$ cat config.mk
export PLATFORM = sky130hd
export DESIGN_NAME = lsq_inorder
export DESIGN_NICKNAME = d
export VERILOG_FILES = /design/src/rtl/lsq_inorder.sv
export SDC_FILE = /design/constraint.sdc
export NUM_CORES = 1
export LEC_CHECK = 0
export ABC_AREA = 1
export CELL_PAD_IN_SITES_DETAIL_PLACEMENT = 0
export CELL_PAD_IN_SITES_GLOBAL_PLACEMENT = 1
export CORE_MARGIN = 2
export CORE_UTILIZATION = 40
export CTS_CLUSTER_DIAMETER = 100
export CTS_CLUSTER_SIZE = 25
export DETAILED_ROUTE_END_ITERATION = 8
export PLACE_DENSITY_LB_ADDON = 0.1
export SLEW_MARGIN = 40
export SYNTH_ARGS = -nofsm -noshare
export SYNTH_HDL_FRONTEND = slang
export SYNTH_SLANG_ARGS = --single-unit
$ cat constraint.sdc
create_clock -name clk -period 4.95 [get_ports clk]
set_clock_uncertainty 0.05 [all_clocks]
set_input_delay 1.2375 -clock clk [delete_from_list [all_inputs] [get_ports clk]]
set_output_delay 1.2375 -clock clk [all_outputs]
set_load 0.02 [all_outputs]
$ cat src/rtl/lsq_inorder.sv
// rtl/lsq_inorder.sv - in-order load/store queue feeding a single-request data-memory port
//
// Purpose:
//   Circular queue of memory ops between dispatch and the dmem port. Loads at
//   the head issue once their operands are ready. Stores at the head also wait
//   until they are the ROB head. At most one request is outstanding at a time.
//   A flush during an outstanding request waits for that response and drops it.
//
// Ports:
//   clk, rst                      clock, synchronous active-high reset
//   flush                         pipeline flush; clears all entries
//   enq_valid / enq_ready         dispatch handshake (ready = count < DEPTH)
//   enq_is_store, enq_funct3,
//   enq_imm, enq_rob, enq_rd_paddr,
//   enq_rs1_paddr, enq_rs2_paddr  fields of the offered entry
//   rs1_paddr, rs2_paddr          head entry sources (0 when empty)
//   p1_data, p2_data, opnd_ready  PRF read of the head sources
//   rob_head                      current ROB head index
//   dmem_addr/rmask/wmask/wdata   registered memory request
//   dmem_resp, dmem_rdata         one-cycle response with the whole line
//   cdb_*                         completion broadcast
//   count                         occupancy
module lsq_inorder #(
  parameter int DEPTH     = 8,
  parameter int P_WIDTH   = 6,
  parameter int ROB_WIDTH = 5,
  parameter int LINE_BITS = 256
) (
  input  logic                       clk,
  input  logic                       rst,
  input  logic                       flush,
  input  logic                       enq_valid,
  output logic                       enq_ready,
  input  logic                       enq_is_store,
  input  logic [2:0]                 enq_funct3,
  input  logic [31:0]                enq_imm,
  input  logic [ROB_WIDTH-1:0]       enq_rob,
  input  logic [P_WIDTH-1:0]         enq_rd_paddr,
  input  logic [P_WIDTH-1:0]         enq_rs1_paddr,
  input  logic [P_WIDTH-1:0]         enq_rs2_paddr,
  output logic [P_WIDTH-1:0]         rs1_paddr,
  output logic [P_WIDTH-1:0]         rs2_paddr,
  input  logic [31:0]                p1_data,
  input  logic [31:0]                p2_data,
  input  logic                       opnd_ready,
  input  logic [ROB_WIDTH-1:0]       rob_head,
  output logic [31:0]                dmem_addr,
  output logic [3:0]                 dmem_rmask,
  output logic [3:0]                 dmem_wmask,
  output logic [31:0]                dmem_wdata,
  input  logic                       dmem_resp,
  input  logic [LINE_BITS-1:0]       dmem_rdata,
  output logic                       cdb_valid,
  output logic                       cdb_is_store,
  output logic [ROB_WIDTH-1:0]       cdb_rob,
  output logic [P_WIDTH-1:0]         cdb_rd_paddr,
  output logic [31:0]                cdb_data,
  output logic [$clog2(DEPTH):0]     count
);

  localparam int PW    = $clog2(DEPTH);
  localparam int CW    = PW + 1;
  localparam int WORDS = LINE_BITS / 32;
  localparam int IDX_W = (WORDS > 1) ? $clog2(WORDS) : 1;

  typedef enum logic [1:0] {
    S_IDLE  = 2'd0,
    S_BUSY  = 2'd1,
    S_DRAIN = 2'd2
  } state_t;

  state_t state, state_n;

  // Queue storage
  logic                 q_is_store [DEPTH];
  logic [2:0]           q_funct3   [DEPTH];
  logic [31:0]          q_imm      [DEPTH];
  logic [ROB_WIDTH-1:0] q_rob      [DEPTH];
  logic [P_WIDTH-1:0]   q_rd       [DEPTH];
  logic [P_WIDTH-1:0]   q_rs1      [DEPTH];
  logic [P_WIDTH-1:0]   q_rs2      [DEPTH];

  logic [PW-1:0] head_ptr, tail_ptr;

  logic empty;
  logic enq_fire;
  logic issue;
  logic deq;
  logic clr_req;

  // Head entry view
  logic                 h_is_store;
  logic [2:0]           h_funct3;
  logic [31:0]          h_imm;
  logic [ROB_WIDTH-1:0] h_rob;
  logic [P_WIDTH-1:0]   h_rd;

  assign h_is_store = q_is_store[head_ptr];
  assign h_funct3   = q_funct3[head_ptr];
  assign h_imm      = q_imm[head_ptr];
  assign h_rob      = q_rob[head_ptr];
  assign h_rd       = q_rd[head_ptr];

  assign empty     = (count == '0);
  // Based on the registered count only, so a same-cycle dequeue never opens a slot.
  assign enq_ready = (count < CW'(DEPTH));
  assign enq_fire  = enq_valid && enq_ready && !flush;

  assign rs1_paddr = empty ? '0 : q_rs1[head_ptr];
  assign rs2_paddr = empty ? '0 : q_rs2[head_ptr];

  // ---------------------------------------------------------------- FSM
  always_ff @(posedge clk) begin
    if (rst) state <= S_IDLE;
    else     state <= state_n;
  end

  always_comb begin
    state_n = state;
    case (state)
      S_IDLE:  if (issue) state_n = S_BUSY;
      // A response arriving with the flush closes the request outright.
      S_BUSY:  if (dmem_resp) state_n = S_IDLE;
               else if (flush) state_n = S_DRAIN;
      S_DRAIN: if (dmem_resp) state_n = S_IDLE;
      default: state_n = S_IDLE;
    endcase
  end

  always_comb begin
    issue     = 1'b0;
    deq       = 1'b0;
    clr_req   = 1'b0;
    cdb_valid = 1'b0;
    case (state)
      S_IDLE: begin
        issue = !empty && opnd_ready && !flush &&
                (!h_is_store || (h_rob == rob_head));
      end
      S_BUSY: begin
        if (dmem_resp) begin
          clr_req = 1'b1;
          // The flushed head must not complete even if its response lands now.
          if (!flush) begin
            cdb_valid = 1'b1;
            deq       = 1'b1;
          end
        end
      end
      S_DRAIN: begin
        clr_req = dmem_resp;
      end
      default: ;
    endcase
  end

  // ---------------------------------------------------------------- queue
  always_ff @(posedge clk) begin
    if (rst || flush) begin
      head_ptr <= '0;
      tail_ptr <= '0;
      count    <= '0;
      for (int i = 0; i < DEPTH; i++) begin
        q_is_store[i] <= 1'b0;
        q_funct3[i]   <= '0;
        q_imm[i]      <= '0;
        q_rob[i]      <= '0;
        q_rd[i]       <= '0;
        q_rs1[i]      <= '0;
        q_rs2[i]      <= '0;
      end
    end else begin
      if (enq_fire) begin
        q_is_store[tail_ptr] <= enq_is_store;
        q_funct3[tail_ptr]   <= enq_funct3;
        q_imm[tail_ptr]      <= enq_imm;
        q_rob[tail_ptr]      <= enq_rob;
        q_rd[tail_ptr]       <= enq_rd_paddr;
        q_rs1[tail_ptr]      <= enq_rs1_paddr;
        q_rs2[tail_ptr]      <= enq_rs2_paddr;
        tail_ptr             <= tail_ptr + PW'(1);
      end
      if (deq) head_ptr <= head_ptr + PW'(1);
      case ({enq_fire, deq})
        2'b10:   count <= count + CW'(1);
        2'b01:   count <= count - CW'(1);
        default: count <= count;
      endcase
    end
  end

  // ---------------------------------------------------------------- request build
  logic [31:0]      ea;
  logic [3:0]       base_mask;
  logic [3:0]       mask_n;
  logic [31:0]      wdata_n;
  logic [IDX_W-1:0] widx_n;

  assign ea = p1_data + h_imm;

  always_comb begin
    case (h_funct3[1:0])
      2'b00:   base_mask = 4'b0001;
      2'b01:   base_mask = 4'b0011;
      default: base_mask = 4'b1111;
    endcase
    // Misaligned accesses simply lose the bytes shifted past bit 3.
    mask_n = base_mask << ea[1:0];

    case (h_funct3[1:0])
      2'b00:   wdata_n = {24'h0, p2_data[7:0]} << {ea[1:0], 3'b000};
      2'b01:   wdata_n = ea[1] ? {p2_data[15:0], 16'h0} : {16'h0, p2_data[15:0]};
      default: wdata_n = p2_data;
    endcase

    widx_n = IDX_W'(ea[31:2] & 30'(WORDS - 1));
  end

  logic [1:0]       ea_lo_q;
  logic [IDX_W-1:0] widx_q;

  always_ff @(posedge clk) begin
    if (rst) begin
      dmem_addr  <= '0;
      dmem_rmask <= '0;
      dmem_wmask <= '0;
      dmem_wdata <= '0;
      ea_lo_q    <= '0;
      widx_q     <= '0;
    end else if (issue) begin
      dmem_addr <= {ea[31:2], 2'b00};
      ea_lo_q   <= ea[1:0];
      widx_q    <= widx_n;
      if (h_is_store) begin
        dmem_rmask <= 4'b0000;
        dmem_wmask <= mask_n;
        dmem_wdata <= wdata_n;
      end else begin
        dmem_rmask <= mask_n;
        dmem_wmask <= 4'b0000;
        dmem_wdata <= '0;
      end
    end else if (clr_req) begin
      dmem_rmask <= '0;
      dmem_wmask <= '0;
      dmem_wdata <= '0;
    end
  end

  // ---------------------------------------------------------------- load result
  logic [31:0] rword;
  logic [7:0]  rbyte;
  logic [15:0] rhalf;
  logic [31:0] load_val;

  always_comb begin
    rword = dmem_rdata[31:0];
    for (int i = 0; i < WORDS; i++) begin
      if (widx_q == IDX_W'(i)) rword = dmem_rdata[i*32 +: 32];
    end
    case (ea_lo_q)
      2'd0:    rbyte = rword[7:0];
      2'd1:    rbyte = rword[15:8];
      2'd2:    rbyte = rword[23:16];
      default: rbyte = rword[31:24];
    endcase
    rhalf = ea_lo_q[1] ? rword[31:16] : rword[15:0];
    case (h_funct3)
      3'b000:  load_val = {{24{rbyte[7]}}, rbyte};
      3'b001:  load_val = {{16{rhalf[15]}}, rhalf};
      3'b100:  load_val = {24'h0, rbyte};
      3'b101:  load_val = {16'h0, rhalf};
      default: load_val = rword;
    endcase
  end

  // The head entry is still in place during the response cycle, so the CDB
  // fields are read from it directly and forced to 0 outside a completion.
  assign cdb_is_store = cdb_valid && h_is_store;
  assign cdb_rob      = cdb_valid ? h_rob : '0;
  assign cdb_rd_paddr = cdb_valid ? h_rd : '0;
  assign cdb_data     = (cdb_valid && !h_is_store) ? load_val : 32'h0;

endmodule

==> results_dict.tcl <==
set metrics [dict create \
    status "finished, final reports clean" \
    via_per_inst 5.55 \
    slew_headroom 0.483 \
    synth_area_leaders "edfxtp_1 (48%), nor2_1 (13%), dfxtp_1 (5.9%), o21ai_0 (5.6%), nand2_1 (5.1%)" \
    cts_tree "built" \
    cpMostUsedCell "o21ai_0" \
    htreeDepth 1 \
    top_layer_used "met5" \
    cts_made_buffers 27 \
    place_hpwl_um 81400 \
    crit_path_end_kind "output pin" \
    cp.arrival_ps 3510 \
    critPathSlowestCell "clkdlybuf4s50_1" \
    numClockSinks 559 \
    gp_congestion 0.999 \
    crit_type "in -> out" \
    fin_crit_ps 4800 \
    cts_root_buf "clkbuf_16" \
    tightest_slew_ps 775 \
    routedWlPerCell_um 24.4 \
    routed_wl_um 120000 \
    min_path_type "reg -> reg" \
    r2r-end "dmem_addr[26]" \
    dp_slack_ps -279 \
    ir_drop_v 0.000332 \
    syn_area_um2 29500 \
    grt_pass1_vias 26000 \
    crit_cells 12 \
    clockBufferDepth 3 \
    yosysSeqAreaShare 0.540 \
    fin_crit_sh 0.970 \
    ff2ff_setup_slack_ps 640 \
    synth_cell_types 54 \
    critPathMaxFanout 1 \
    crit_family "buffers and inverters" \
    die-width_um 275 \
    nets 4379 \
    syn_to_final_growth_pct 25.3 \
    hold_viol_final 0 \
    grt_usage 0.304 \
    dr.pass1.iters 5 \
    fmax_mhz 208 \
    wl_met1_um 48500 \
    ios 524 \
    dr_wl_met3_um 8480 \
    setup_viol 0 \
    maxCapViolations 0 \
    synth.top_cell.area_share 0.481 \
    dr_wl_met2_um 59500 \
    initial_core_util 0.404 \
    hold_start "dmem_addr[5]" \
    clk_pin_slew_ps 90 \
    synthCells 3499 \
    drtIter0Drc 2494 \
    die_area_um2 75800 \
    p_leak_nw 14.9 \
    drive_above_1_share 0.0725 \
    crit_chain "clkdlybuf4s50_1 > o21ai_0 > o21ai_1 > buf_4 > o211ai_1 > nand3_1 > o21ai_0 > o21ai_0 > buf_4 > nand2_1 > a31oi_1 > dlygate4sd2_1" \
    path_buf_inv 4 \
    core_area_um2 73000 \
    antenna_found_initial 19 \
    clk-insertion-delay-late_ps 620 \
    grt_pass1_wl_um 172000 \
    synth_largest_area_cell "edfxtp_1" \
    hold_depth 2 \
    cp-start-kind "primary input" \
    totalPowerFinal_mw 9.51 \
    fp-row-count 99 \
    num_vias 27400 \
    ys_ff_latch 559 \
    grt_start_max_net_pins 77 \
    port_buffers 521 \
    finalMaxSlewViolations 0 \
    mostFrequentLayoutCells "nor2_1 (1025), clkdlybuf4s50_1 (488), edfxtp_1 (472), nand2_1 (388), o21ai_0 (324)" \
    whs_endpoint "dmem_addr[5]" \
    rsz0062_at_grt "false" \
    synth.avg_cell_area_um2 8.42 \
    synth_edf_count 472 \
    critical_path.max_stage_delay_ps 520 \
    die_y_um 275 \
    overflow 0 \
    final_common_cell "nor2_1" \
    setup_slack_ps 150 \
    power.density_nw_per_um2 258 \
    yosysWarnings 0 \
    ant_nets 0 \
    worst-r2r-cell-count 20 \
    async_flop_share 0 \
    drc 0 \
    ys.flop_type "edfxtp_1" \
    required_ps 3660 \
]
-- synth_stat cells (28+ instances only) --
cell,n
a21oi_1,198
nor2_1,1027
clkbuf_1,153
a31oi_1,58
dfxtp_1,87
o21ai_0,332
ha_1,39
nand3_1,215
edfxtp_1,472
o211ai_1,35
o21ai_1,28
nand2_1,402
o22ai_1,53
buf_2,48
inv_1,153
-- state kept, by name (all words and copies together) (netlist names), named ones only --
name	count
q_is_store	8
q_rob	40
q_rs1	48
dmem_wdata	32
dmem_addr	28
count	4
state	2
q_rd	48
head_ptr	3
dmem_rmask	4
widx_q	2
q_rs2	48
dmem_wmask	4
tail_ptr	3
q_imm	256
ea_lo_q	2
q_funct3	24
-- metal layers --
layer | track usage | up-vias
met3 | 0.0443 | 158
met5 | 0 | -
met2 | 0.528 | 1075
li1 | - | 12800
met1 | 0.388 | 13400
met4 | 0.105 | 6
-- through the flow --
step | cells | setup TNS, ps | util | hold slack (ps) | cell area, um2
5_1_grt | 4930 | 0 | 0.506 | 446 | 36900
2_1_floorplan | 3500 | 0 | - | 383 | 29500
3_3_place_gp | 4872 | -5150 | 0.494 | 392 | 36000
6_report | 4932 | 0 | 0.506 | 420 | 36900
4_1_cts | 4917 | 0 | 0.506 | 423 | 36900
3_5_place_dp | 4872 | -4630 | 0.494 | 409 | 36100
-- how the worst max path moves through the flow --
stage,start,to
after CTS,widx_q[0],cdb_data[0]
after floorplan,flush,q_funct3[1][0]
after global routing,dmem_rdata[55],cdb_data[13]
after global placement,dmem_rdata[2],cdb_data[2]
after detailed placement,dmem_rdata[2],cdb_data[2]
final,dmem_rdata[2],cdb_data[2]
-- repair_timing --
item,in CTS,in global routing
gates resized for setup,49,54
pin swaps,2,0
hold buffers,0,0
setup buffers,3,1
setup endpoints to repair,30,27
gates cloned,2,0
-- worst reg2reg max path: stages (launching register included) --
cell and delay, ps:
dfxtp_4 470, buf_4 360, buf_4 400, nor2_1 90, nor2_1 90, o21ai_0 100
a31oi_1 420, ha_1 290, fa_1 220, nand3_1 80, nand2_1 110, a31oi_1 140
o21ai_0 420, inv_1 100, o21ai_0 160, buf_4 160, nand4_1 110, nand2_1 100
nand2_1 50, a21oi_1 200, nor2_1 60
-- layout make-up --
cell class	instances	area, um2
repair inverters	2	12.5
diodes	14	35.0
inverters	172	671
fillers	6942	36000
flip-flops and latches	559	15900
well taps	959	1200
clock inverters	4	47.5
repair buffers	655	6360
multi-input cells	2531	11900
clock buffers	36	719
-- cell families after synthesis --
| kind of cell | share of synthesized area |
|---|---|
| xor gates and xnor gates | 0.00862 |
| other | 0.000127 |
| and+or+nand+nor | 0.240 |
| DFF | 0.540 |
| buffers and inverters | 0.0580 |
| adders and majority gates | 0.0179 |
| AOI/OAI and AO/OA | 0.135 |
-- where the power goes --
group	leakage [nW]	internal, mW	switching [mW]
clock	0.373	1.04	1.51
sequential	5.97	5.27	0.0538
combinational	8.56	0.649	0.986
Note: power is estimated with default switching activity, not from simulation.
